### src/rtl/hashmap_upsert.sv
// Purpose: upsert front-end; turns (key, delta) updates into hashmap lookup + modify (hit) or queued insert (miss).
// Latency: lookup at accept t, modify/push at t+NUM_PIPES, r_valid at t+NUM_PIPES+1, insert from t+NUM_PIPES+1.
// Backpressure: s_ready_o drops on key hazards (in-flight or queued) and when in-flight + queued >= INS_DEPTH.
// Build option: define HASHMAP_UPSERT_SAT_EN to saturate hit sums; otherwise they wrap.
module hashmap_upsert #(
   parameter int NUM_KEY_BITS = 32,
   parameter int NUM_VAL_BITS = 32,
   parameter int NUM_PIPES    = 2,
   parameter int INS_DEPTH    = 4
) (
   input  logic                    clk_i,
   input  logic                    rst_i,
   input  logic                    s_valid_i,
   output logic                    s_ready_o,
   input  logic [NUM_KEY_BITS-1:0] s_key_i,
   input  logic [NUM_VAL_BITS-1:0] s_delta_i,
   output logic                    lookup_o,
   output logic [NUM_KEY_BITS-1:0] key_o,
   output logic                    modify_o,
   output logic                    del_o,
   output logic [NUM_VAL_BITS-1:0] mod_value_o,
   input  logic                    valid_i,
   input  logic [NUM_VAL_BITS-1:0] value_i,
   output logic                    insert_o,
   output logic [NUM_KEY_BITS-1:0] ins_key_o,
   output logic [NUM_VAL_BITS-1:0] ins_value_o,
   input  logic                    busy_i,
   output logic                    r_valid_o,
   output logic [NUM_KEY_BITS-1:0] r_key_o,
   output logic [NUM_VAL_BITS-1:0] r_value_o,
   output logic                    r_new_o
);

   typedef struct packed {
      logic [NUM_KEY_BITS-1:0] key;
      logic [NUM_VAL_BITS-1:0] val;
   } entry_t;

   localparam int LAST = NUM_PIPES - 1;
   localparam int PW   = (INS_DEPTH > 1) ? $clog2(INS_DEPTH) : 1;
   localparam int OW   = $clog2(NUM_PIPES + INS_DEPTH + 1);

   // in-flight pipe: one slot per hashmap lookup stage
   logic [NUM_PIPES-1:0] pvld_q, pvld_d;
   entry_t               pent_q [NUM_PIPES];
   entry_t               pent_d [NUM_PIPES];

   // pending-insert FIFO with a per-slot occupied bit so hazards can scan it
   entry_t               mem_q [INS_DEPTH];
   entry_t               mem_d [INS_DEPTH];
   logic [INS_DEPTH-1:0] occ_q, occ_d;
   logic [PW-1:0]        rd_q, rd_d, wr_q, wr_d;

   // retire register
   logic                 r_valid_q, r_valid_d;
   logic                 r_new_q, r_new_d;
   entry_t               r_ent_q, r_ent_d;

   logic                 hazard, acc, res_vld, hit, push, pop;
   logic [OW-1:0]        occ_cnt;
   logic [NUM_VAL_BITS-1:0] sum;

   function automatic logic [PW-1:0] ptr_inc(input logic [PW-1:0] p);
      return (p == PW'(INS_DEPTH - 1)) ? '0 : p + PW'(1);
   endfunction

   // accept decision: key hazards against pipe and FIFO (popping head included), plus occupancy cap
   always_comb begin
      hazard  = 1'b0;
      occ_cnt = '0;
      for (int i = 0; i < NUM_PIPES; i++) begin
         if (pvld_q[i] && (pent_q[i].key == s_key_i)) hazard = 1'b1;
         occ_cnt = occ_cnt + OW'(pvld_q[i]);
      end
      for (int j = 0; j < INS_DEPTH; j++) begin
         if (occ_q[j] && (mem_q[j].key == s_key_i)) hazard = 1'b1;
         occ_cnt = occ_cnt + OW'(occ_q[j]);
      end
      s_ready_o = !rst_i && !hazard && (occ_cnt < OW'(INS_DEPTH));
      acc       = s_valid_i && s_ready_o;
   end

   // resolve the last stage against the hashmap result, drain the FIFO head
   always_comb begin
      res_vld = pvld_q[LAST] && !rst_i;
      hit     = res_vld && valid_i;
      push    = res_vld && !valid_i;
      pop     = (occ_q != '0) && !busy_i && !rst_i;
`ifdef HASHMAP_UPSERT_SAT_EN
      begin
         logic [NUM_VAL_BITS:0] sum_full;
         sum_full = {1'b0, value_i} + {1'b0, pent_q[LAST].val};
         sum      = sum_full[NUM_VAL_BITS] ? '1 : sum_full[NUM_VAL_BITS-1:0];
      end
`else
      sum = value_i + pent_q[LAST].val;
`endif
      lookup_o    = acc;
      key_o       = rst_i ? '0 : s_key_i;
      modify_o    = hit;
      del_o       = 1'b0;
      mod_value_o = hit ? sum : '0;
      insert_o    = pop;
      ins_key_o   = pop ? mem_q[rd_q].key : '0;
      ins_value_o = pop ? mem_q[rd_q].val : '0;
      r_valid_o   = r_valid_q && !rst_i;
      r_new_o     = r_new_q && !rst_i;
      r_key_o     = rst_i ? '0 : r_ent_q.key;
      r_value_o   = rst_i ? '0 : r_ent_q.val;
   end

   // next state: shift pipe, FIFO push/pop, build retire record
   always_comb begin
      pvld_d[0] = acc;
      pent_d[0] = '{key: s_key_i, val: s_delta_i};
      for (int i = 1; i < NUM_PIPES; i++) begin
         pvld_d[i] = pvld_q[i-1];
         pent_d[i] = pent_q[i-1];
      end
      mem_d = mem_q;
      occ_d = occ_q;
      rd_d  = rd_q;
      wr_d  = wr_q;
      // a push into an empty FIFO is not visible to pop until next cycle
      if (pop) begin
         occ_d[rd_q] = 1'b0;
         rd_d        = ptr_inc(rd_q);
      end
      if (push) begin
         mem_d[wr_q] = pent_q[LAST];
         occ_d[wr_q] = 1'b1;
         wr_d        = ptr_inc(wr_q);
      end
      r_valid_d = res_vld;
      r_new_d   = push;
      r_ent_d   = '0;
      if (res_vld) begin
         r_ent_d.key = pent_q[LAST].key;
         r_ent_d.val = hit ? sum : pent_q[LAST].val;
      end
   end

   // control state with synchronous reset; reset discards in-flight and queued work
   always_ff @(posedge clk_i) begin
      if (rst_i) begin
         pvld_q    <= '0;
         occ_q     <= '0;
         rd_q      <= '0;
         wr_q      <= '0;
         r_valid_q <= 1'b0;
         r_new_q   <= 1'b0;
         r_ent_q   <= '0;
      end else begin
         pvld_q    <= pvld_d;
         occ_q     <= occ_d;
         rd_q      <= rd_d;
         wr_q      <= wr_d;
         r_valid_q <= r_valid_d;
         r_new_q   <= r_new_d;
         r_ent_q   <= r_ent_d;
      end
   end

   // payload storage; qualified by pvld_q / occ_q so it needs no reset
   always_ff @(posedge clk_i) begin
      pent_q <= pent_d;
      mem_q  <= mem_d;
   end

endmodule

### config.mk
export PLATFORM = sky130hd
export DESIGN_NAME = hashmap_upsert
export DESIGN_NICKNAME = d
export VERILOG_FILES = /design/src/rtl/hashmap_upsert.sv
export SDC_FILE = /design/constraint.sdc
export NUM_CORES = 1
export LEC_CHECK = 0
export ABC_AREA = 0
export CAP_MARGIN = 20
export CORE_MARGIN = 2
export CORE_UTILIZATION = 49
export CTS_CLUSTER_DIAMETER = 40
export DETAILED_ROUTE_END_ITERATION = 16
export PLACE_DENSITY = 0.84
export RECOVER_POWER = 50
export SLEW_MARGIN = 20
export SYNTH_ARGS = -nofsm -noshare
export SYNTH_HDL_FRONTEND = slang
export SYNTH_SLANG_ARGS = --single-unit
export TNS_END_PERCENT = 30
### constraint.sdc
create_clock -name clk_i -period 8.9 [get_ports clk_i]
set_clock_uncertainty 0.2 [all_clocks]
set_input_delay 1.78 -clock clk_i [delete_from_list [all_inputs] [get_ports clk_i]]
set_output_delay 1.78 -clock clk_i [all_outputs]
set_load 0.05 [all_outputs]
* Word-level counts from Yosys, hierarchy flattened
Index checks and enable logic that the tools add are counted.
** Storage, ports and cells
- Output and inout bits :: 199
- Bits of input ports :: 101
- Register bits :: 460
** Operators by class
- Reduce and logical (&&, ||, !) cells :: 25
- Add/subtract/negate cells :: 8
- Equality and inequality tests :: 8
- Magnitude comparators :: 8
- Bitwise operators :: 6
- Mux-type cells :: 27
** Operators with widths (count)
- bitwise mux 256 bit :: 1
- 2-to-1 mux 32 bit :: 7
- equality test 32 bit :: 6
- 2-to-1 mux 64 bit :: 3
- binary-select mux 64 bit (select 2 bit) :: 1
- demux 64 bit (select 2 bit) :: 1
- adder 32 bit :: 1
- logical AND 1 bit :: 19
- adder 3 x 1 -> 3 bit :: 3
- 2-to-1 mux 1 bit :: 8
- 2-to-1 mux 4 bit :: 2
- >= comparator 3 bit (second input constant) :: 2
- less-than comparator 2 x 3 -> 1 bit (second input constant) :: 2
- NOT 2 -> 3 bit :: 2
- adder 2 x 1 -> 2 bit (second input constant) :: 2
- AND 4 bit :: 1
- demux 1 bit (select 2 bit) :: 2
- equality test 2 bit (second input constant) :: 2
- >= comparator 2 x 1 -> 1 bit (second input constant) :: 2
- logical NOT 1 bit :: 4
- 2-to-1 mux 2 bit :: 2
- NOT 4 bit :: 1
- bitwise OR 4 bit :: 1
- nonzero test 4 bit :: 1
- other kinds (6) :: 6

* Depth between registers and ports, before layout
Gate-level depths: netlist of the first run.
- Depth after elaboration :: 12
- Depth in mapped cells :: 10
- Gate-level depth less buffers :: 10

* Worst setup path after synthesis of the first run
OpenSTA, ideal clock, no wires.
- Kind :: input port to output port
- Start point :: in s_key_i[4]
- End point :: out lookup_o
- Path slack :: 2187 ps
- Arrival time :: 4733 ps
- Stages :: 8
- Buffers on the path :: 1
- Cells stage by stage :: clkbuf_1 -> xor2_1 -> nor4_1 -> nand4_1 -> or4_1 -> o41ai_1 -> nor4_1 -> and2_1
** On the way
- Word-level cells in the longest chain between the ends :: 12
- Elaborated cells between the ends (all ways) :: 22
** Ends and longest elaborated chain
- from (decl) :: RTL line 15 : input logic [NUM_KEY_BITS-1:0] s_key_i,
- equality test 32 bit :: RTL line 72 : if (pvld_q[i] && (pent_q[i].key == s_key_i)) hazard = 1'b1;
- logical AND 1 bit :: RTL line 72
- 2-to-1 mux 1 bit (2 in a row) :: RTL line 72
- 2-to-1 mux 1 bit (3 in a row) :: RTL line 76 : if (occ_q[j] && (mem_q[j].key == s_key_i)) hazard = 1'b1;
- 2-to-1 mux 1 bit * :: RTL line 76
- logical NOT 1 bit * :: RTL line 79 : s_ready_o = !rst_i && !hazard && (occ_cnt < OW'(INS_DEPTH));
- logical AND 1 bit * (2 in a row) :: RTL line 79
- net s_ready_o :: RTL line 14 : output logic s_ready_o,
- logical AND 1 bit * :: RTL line 80 : acc = s_valid_i && s_ready_o;
- to (decl) :: RTL line 17 : output logic lookup_o,
Mark *: on every way through the listed nets, which the timed path passes. The rest lies on a longest branch.

* Worst setup path in the final report of the first run
- Start point :: in rst_i
- End point :: out mod_value_o[0]
** On the way
- Word-level cells in the longest chain between the ends :: 4
** Ends and longest elaborated chain
- from (decl) :: RTL line 12 : input logic rst_i,
- logical NOT 1 bit :: RTL line 85 : res_vld = pvld_q[LAST] && !rst_i;
- logical AND 1 bit :: RTL line 85
- logical AND 1 bit :: RTL line 86 : hit = res_vld && valid_i;
- 2-to-1 mux 32 bit :: RTL line 102 : mod_value_o = hit ? sum : '0;
- to (decl) :: RTL line 21 : output logic [NUM_VAL_BITS-1:0] mod_value_o,
No other way between the ends.

==> impl_metrics.tcl, run 1 <==
set metrics [dict create \
    status "finished, violations left" \
    failed_checks "max-capacitance violations, max-slew violations" \
    hpwl_um 36600 \
    synth-edff-count 256 \
    first_pass_iters 5 \
    setup_violations 0 \
    yosysSeqAreaShare_pct 60.3 \
    fin_crit_sh_pct 86.1 \
    cts.sink_count 460 \
    final-hold-violation-count 0 \
    post_cts_resize_count 0 \
    wl_um 52700 \
    rsz0062_at_grt "no" \
    ant_nets 0 \
    layout_common_cells "edfxtp_1, clkdlybuf4s50_1, dfxtp_1" \
    power_switching_share_pct 24.4 \
    grt-ovfl-total 0 \
    fin_tns_setup_ns 0 \
    p_sw_mw 1.20 \
    regArea_um2 11800 \
    worstSkewPairLatency_ns 0.60 \
    synth_ff_type "edfxtp_1" \
    cp.arrival_ns 5.69 \
    avgSynthCellArea_um2 13.7 \
    powerDensity_nw_per_um2 199 \
    fin_crit_ns 7.67 \
    start_util_pct 49.4 \
    ys_async_sr_fraction_pct 0 \
    clkSlewWorstSetupHoldPaths_ns 0.06 \
    drive_gt1_share_pct 10.9 \
    die_area_um2 41500 \
    fmaxAchievable_mhz 130 \
    clockPowerShare_pct 44.4 \
    yosysWarnings 0 \
    rows 73 \
    power_frac_seq_pct 47.3 \
    p_leak_nw 8.73 \
    worstPathRequired_ns 6.92 \
    end_kind "output port" \
    grt_use_total_pct 25.5 \
    post-cts-setup-buffers 0 \
    syn-num-nets 1574 \
    synth_area_um2 19500 \
    gp_congestion 0.967 \
    routed-via-count 12500 \
    grt_pass1_wl_um 78600 \
    power.internal_mw 3.72 \
    synth_cell_types 63 \
    critPathKind "in2out" \
    cts_tree "built" \
    postCtsHoldBufs 0 \
    maxCapViolations 2 \
    critPathLaunchType "input pin" \
    slew_headroom_pct -48.0 \
    yosys_register_bits 460 \
    die_h_um 204 \
    multi_input_area_um2 7260 \
    whs_ns 0.124 \
    drc 0 \
    numCtsBuffers 55 \
    clock-root-buffer "clkbuf_16" \
    worstMarginPinSlew_ns 2.22 \
    n_fill_cell 2935 \
    final_nets 1854 \
    layout_commonest_cell "edfxtp_1" \
    grt_pass1_vias 12900 \
    max-vdd-ir-drop_uv 164 \
    port_buffers 298 \
    core_area_um2 39500 \
    avgRoutedWirePerCell_um 23.1 \
    io_pins 300 \
    cts_max_level 2 \
    antenna_found_initial 1 \
    worstPathMaxFanout 38 \
    slew_violations 77 \
    hp-class "reg2reg" \
    comb_power_share_pct 8.3 \
    syn-instance-count 1430 \
    drtIter0Drc 1069 \
    die-width_um 204 \
    clockBufferDepth 3 \
    grt_max_degree 75 \
    avgViaCountPerCell 5.48 \
    area_growth_pct 26.2 \
]
==> through the flow <==
step	util [%]	area, µm²	setup slack [ns]	power (mW)	std cells
after global routing	62.3	24600	0.980	5.05	2282
after detailed placement	57.7	22800	1.54	2.78	2177
final	62.3	24600	1.23	4.91	2282
after floorplan	-	19500	2.19	2.62	1430
after global placement	57.7	22800	1.54	2.77	2177
after CTS	62.3	24600	1.49	4.94	2280
==> state kept, by name, indices dropped and copies added, names as in the netlist <==
register / count
mem_q: 256
pent_d: 64
pent_q: 64
r_ent_q: 64
occ_q: 4
pvld_q: 2
rd_q: 2
wr_q: 2
r_new_q: 1
r_valid_q: 1
==> power by group through the flow <==
stage	Sequential [mW]	Combinational [mW]	Clock, mW
after floorplan	2.35	0.271	0
after global placement	2.36	0.405	0
after detailed placement	2.37	0.407	0
after CTS	2.32	0.412	2.20
after global routing	2.33	0.432	2.29
final	2.32	0.407	2.18
==> layout make-up <==
class / instances / area share (%)
sequential: 460 / 47.8
antenna: 1 / 0.0102
inverter: 23 / 0.350
tap: 525 / 2.67
timing repair buffer: 309 / 12.5
clock buffer: 75 / 6.28
multi-input combinational: 861 / 29.5
clock inverter: 28 / 0.985
==> metal layers <==
metal	vias to the layer above	GRT usage (%)	wire length [µm]
li1	5691	-	-
met1	6135	32.5	20700
met2	594	42.5	25500
met3	96	6.42	4770
met4	0	8.55	1670
met5	-	0	0
==> cells by family after synthesis <==
group,after synthesis,synth area share (%)
flops,460,60.3
simple gates,387,11.5
xor+xnor,212,9.74
compound gates,147,5.23
buf+inv,109,2.64
mux,71,7.74
fa+ha+maj,43,2.87
other cells,1,0.0192
==> critical path, stage by stage <==
cell and delay (ns):
clkbuf_1 0.73, nor2b_2 0.35, clkbuf_1 1.60, and3_1 0.37, clkdlybuf4s50_1 0.82
==> Yosys cell counts (4+ instances only) <==
cell      instances  share of area, %
clkbuf_1         45              0.86
nand4_1          38               1.2
a21oi_1          41               1.1
o21ai_1           6              0.15
a22o_1            5              0.22
and2_1           44               1.4
xnor2_2           6              0.50
a21o_1           36               1.4
and3_1            9              0.29
nor2b_1         166               5.3
a31oi_1           4              0.13
mux4_2           64               7.4
o21bai_1          4              0.15
buf_6             8              0.46
nand3_1          14              0.36
inv_1            23              0.44
o21ai_0          21              0.54
dfxtp_1         204                21
mux2i_1           7              0.36
buf_2            23              0.59
xor2_1           86               3.9
buf_1             4             0.077
edfxtp_1        256                39
ha_1             40               2.6
nor2_1           32              0.61
nor3_1            7              0.18
nor4_1           26              0.83
nand2_1          34              0.65
buf_4             4              0.15
nand2b_1          6              0.19
xnor2_1         120               5.4
==> worst paths after layout <==
check	from	endpoint	cells after the start	slack, ns
setup reg to reg	pvld_q[1]	mem_q[50]	6	3.48
setup / recovery	rst_i	mod_value_o[0]	5	1.23
hold / removal	pent_d[25]	pent_q[25]	0	0.12
hold reg to reg	pent_d[25]	pent_q[25]	0	0.12
(Power assumes the default switching activity.)
==> run 2, diff against run 1 <==
==> constraint.sdc (replaced) <==
create_clock -name clk_i -period 9.6 [get_ports clk_i]
set_clock_uncertainty 0.2 [all_clocks]
set_input_delay 1.92 -clock clk_i [delete_from_list [all_inputs] [get_ports clk_i]]
set_output_delay 1.92 -clock clk_i [all_outputs]
set_load 0.05 [all_outputs]
==> impl_metrics.tcl, run 2 (synthesis gave the netlist of run 1 again) <==
set metrics [dict create \
    rows 73 \
    dp_worst_setup_slack_ns 1.94 \
    grt-ovfl-total 0 \
    first_pass_iters 5 \
    critical-path-max-stage-delay_ns 1.61 \
    path_buf_inv 3 \
    clockBufferDepth 3 \
    fin_tns_setup_ns 0 \
    ant_nets 0 \
    end_kind "output port" \
    diodes 0 \
    worstPathRequired_ns 7.48 \
    core_area_um2 39500 \
    cts.sink_count 460 \
    clkSlewWorstSetupHoldPaths_ns 0.06 \
    power_mw 4.87 \
    grt_use_total_pct 25.9 \
    grt_max_degree 75 \
    antenna_found_initial 1 \
    post_cts_resize_count 0 \
    wl_um 53700 \
    p_leak_nw 8.89 \
    powerDensity_nw_per_um2 195 \
    max-vdd-ir-drop_uv 190 \
    stdcell_count 2295 \
    drc 0 \
    postCtsHoldBufs 0 \
    regArea_um2 11800 \
    slew_headroom_pct -46.6 \
    cp_top_family "buffers and inverters" \
    grt_pass1_vias 13100 \
    layout_commonest_cell "edfxtp_1" \
    maxCapViolations 2 \
    cts_tree "built" \
    io_pins 300 \
    path_cells "clkbuf_1 > nor2b_1 > clkbuf_1 > and3_1 > clkdlybuf4s50_1" \
    cp.arrival_ns 5.97 \
    fin_crit_sh_pct 84.2 \
    fin_crit_ns 8.09 \
    area_growth_pct 28.1 \
    top_register "mem_q" \
    status "finished, violations left" \
    avgRoutedWirePerCell_um 23.4 \
    dpl.cell_count 2177 \
    avgViaCountPerCell 5.52 \
    multi_input_area_um2 7250 \
    gp_congestion 0.962 \
    layout_common_cells "edfxtp_1, clkdlybuf4s50_1, dfxtp_1" \
    setup_violations 0 \
    worstMarginPinSlew_ns 2.20 \
    final-hold-violation-count 0 \
    drive_gt1_share_pct 11.6 \
    n_fill_cell 2867 \
    rsz0062_at_grt "no" \
    fmaxAchievable_mhz 124 \
    hp-class "reg2reg" \
    die_area_um2 41500 \
    largest_reg_flops 256 \
    numCtsBuffers 61 \
    die_h_um 204 \
    grt_pass1_wl_um 79900 \
    hpwl_um 36700 \
    port_buffers 298 \
    cp_slowest_cell "clkbuf_1" \
    post-cts-setup-buffers 0 \
    fin_ws_ns 1.51 \
    cts_max_level 2 \
    routed-via-count 12700 \
    crit_top_cell "clkbuf_1" \
    die-width_um 204 \
    final_nets 1861 \
    drtIter0Drc 890 \
    start_util_pct 49.4 \
    worstSkewPairLatency_ns 0.61 \
    failed_checks "max-capacitance violations, max-slew violations" \
    critPathKind "in2out" \
    clock-root-buffer "clkbuf_16" \
    worstPathMaxFanout 38 \
    slew_violations 77 \
    critPathLaunchType "input pin" \
]
run 2: metrics by stage:
stage	cell area (µm²)	hold WS (ns)	utilization (%)
2_1_floorplan	19500	0.110	-
3_3_place_gp	22800	0.110	57.7
3_5_place_dp	22800	0.112	57.7
4_1_cts	25000	0.120	63.2
5_1_grt	25000	0.130	63.3
6_report	25000	0.121	63.3
run 2: layout make-up:
cell class	instances	area share (%)
Sequential cell	460	47.1
Multi-Input combinational cell	861	29.0
Inverter	23	0.345
Clock inverter	42	1.95
Tap cell	525	2.63
Clock buffer	74	6.63
Timing Repair Buffer	310	12.4
run 2: final timing paths:
kind,to,slack [ns],cells after the start,start
max,mod_value_o[1],1.51,5,rst_i
min,pent_q[10],0.12,0,pent_d[10]
max reg2reg,mem_q[158],4.20,6,pvld_q[1]
min reg2reg,pent_q[10],0.12,0,pent_d[10]
run 2: report_power, final:
part           internal [mW]  switching, mW  total (mW)
clock                   1.42          0.912        2.33
combinational          0.152          0.228       0.380
sequential              2.12         0.0394        2.16
total                   3.69           1.18        4.87
run 2: worst reg2reg max path: cells and delay by family (launching register included):
kind,cells,cell delay [ns]
simple gates,3,1.53
flops,1,0.43
buf+inv,3,2.79
run 2: per-layer routing:
metal | up-vias | global-route usage [%] | wire length [µm]
met1 | 6241 | 32.9 | 21400
met5 | - | 0 | 13
li1 | 5721 | - | -
met3 | 100 | 6.82 | 4590
met4 | 2 | 9.70 | 1870
met2 | 601 | 42.7 | 25800
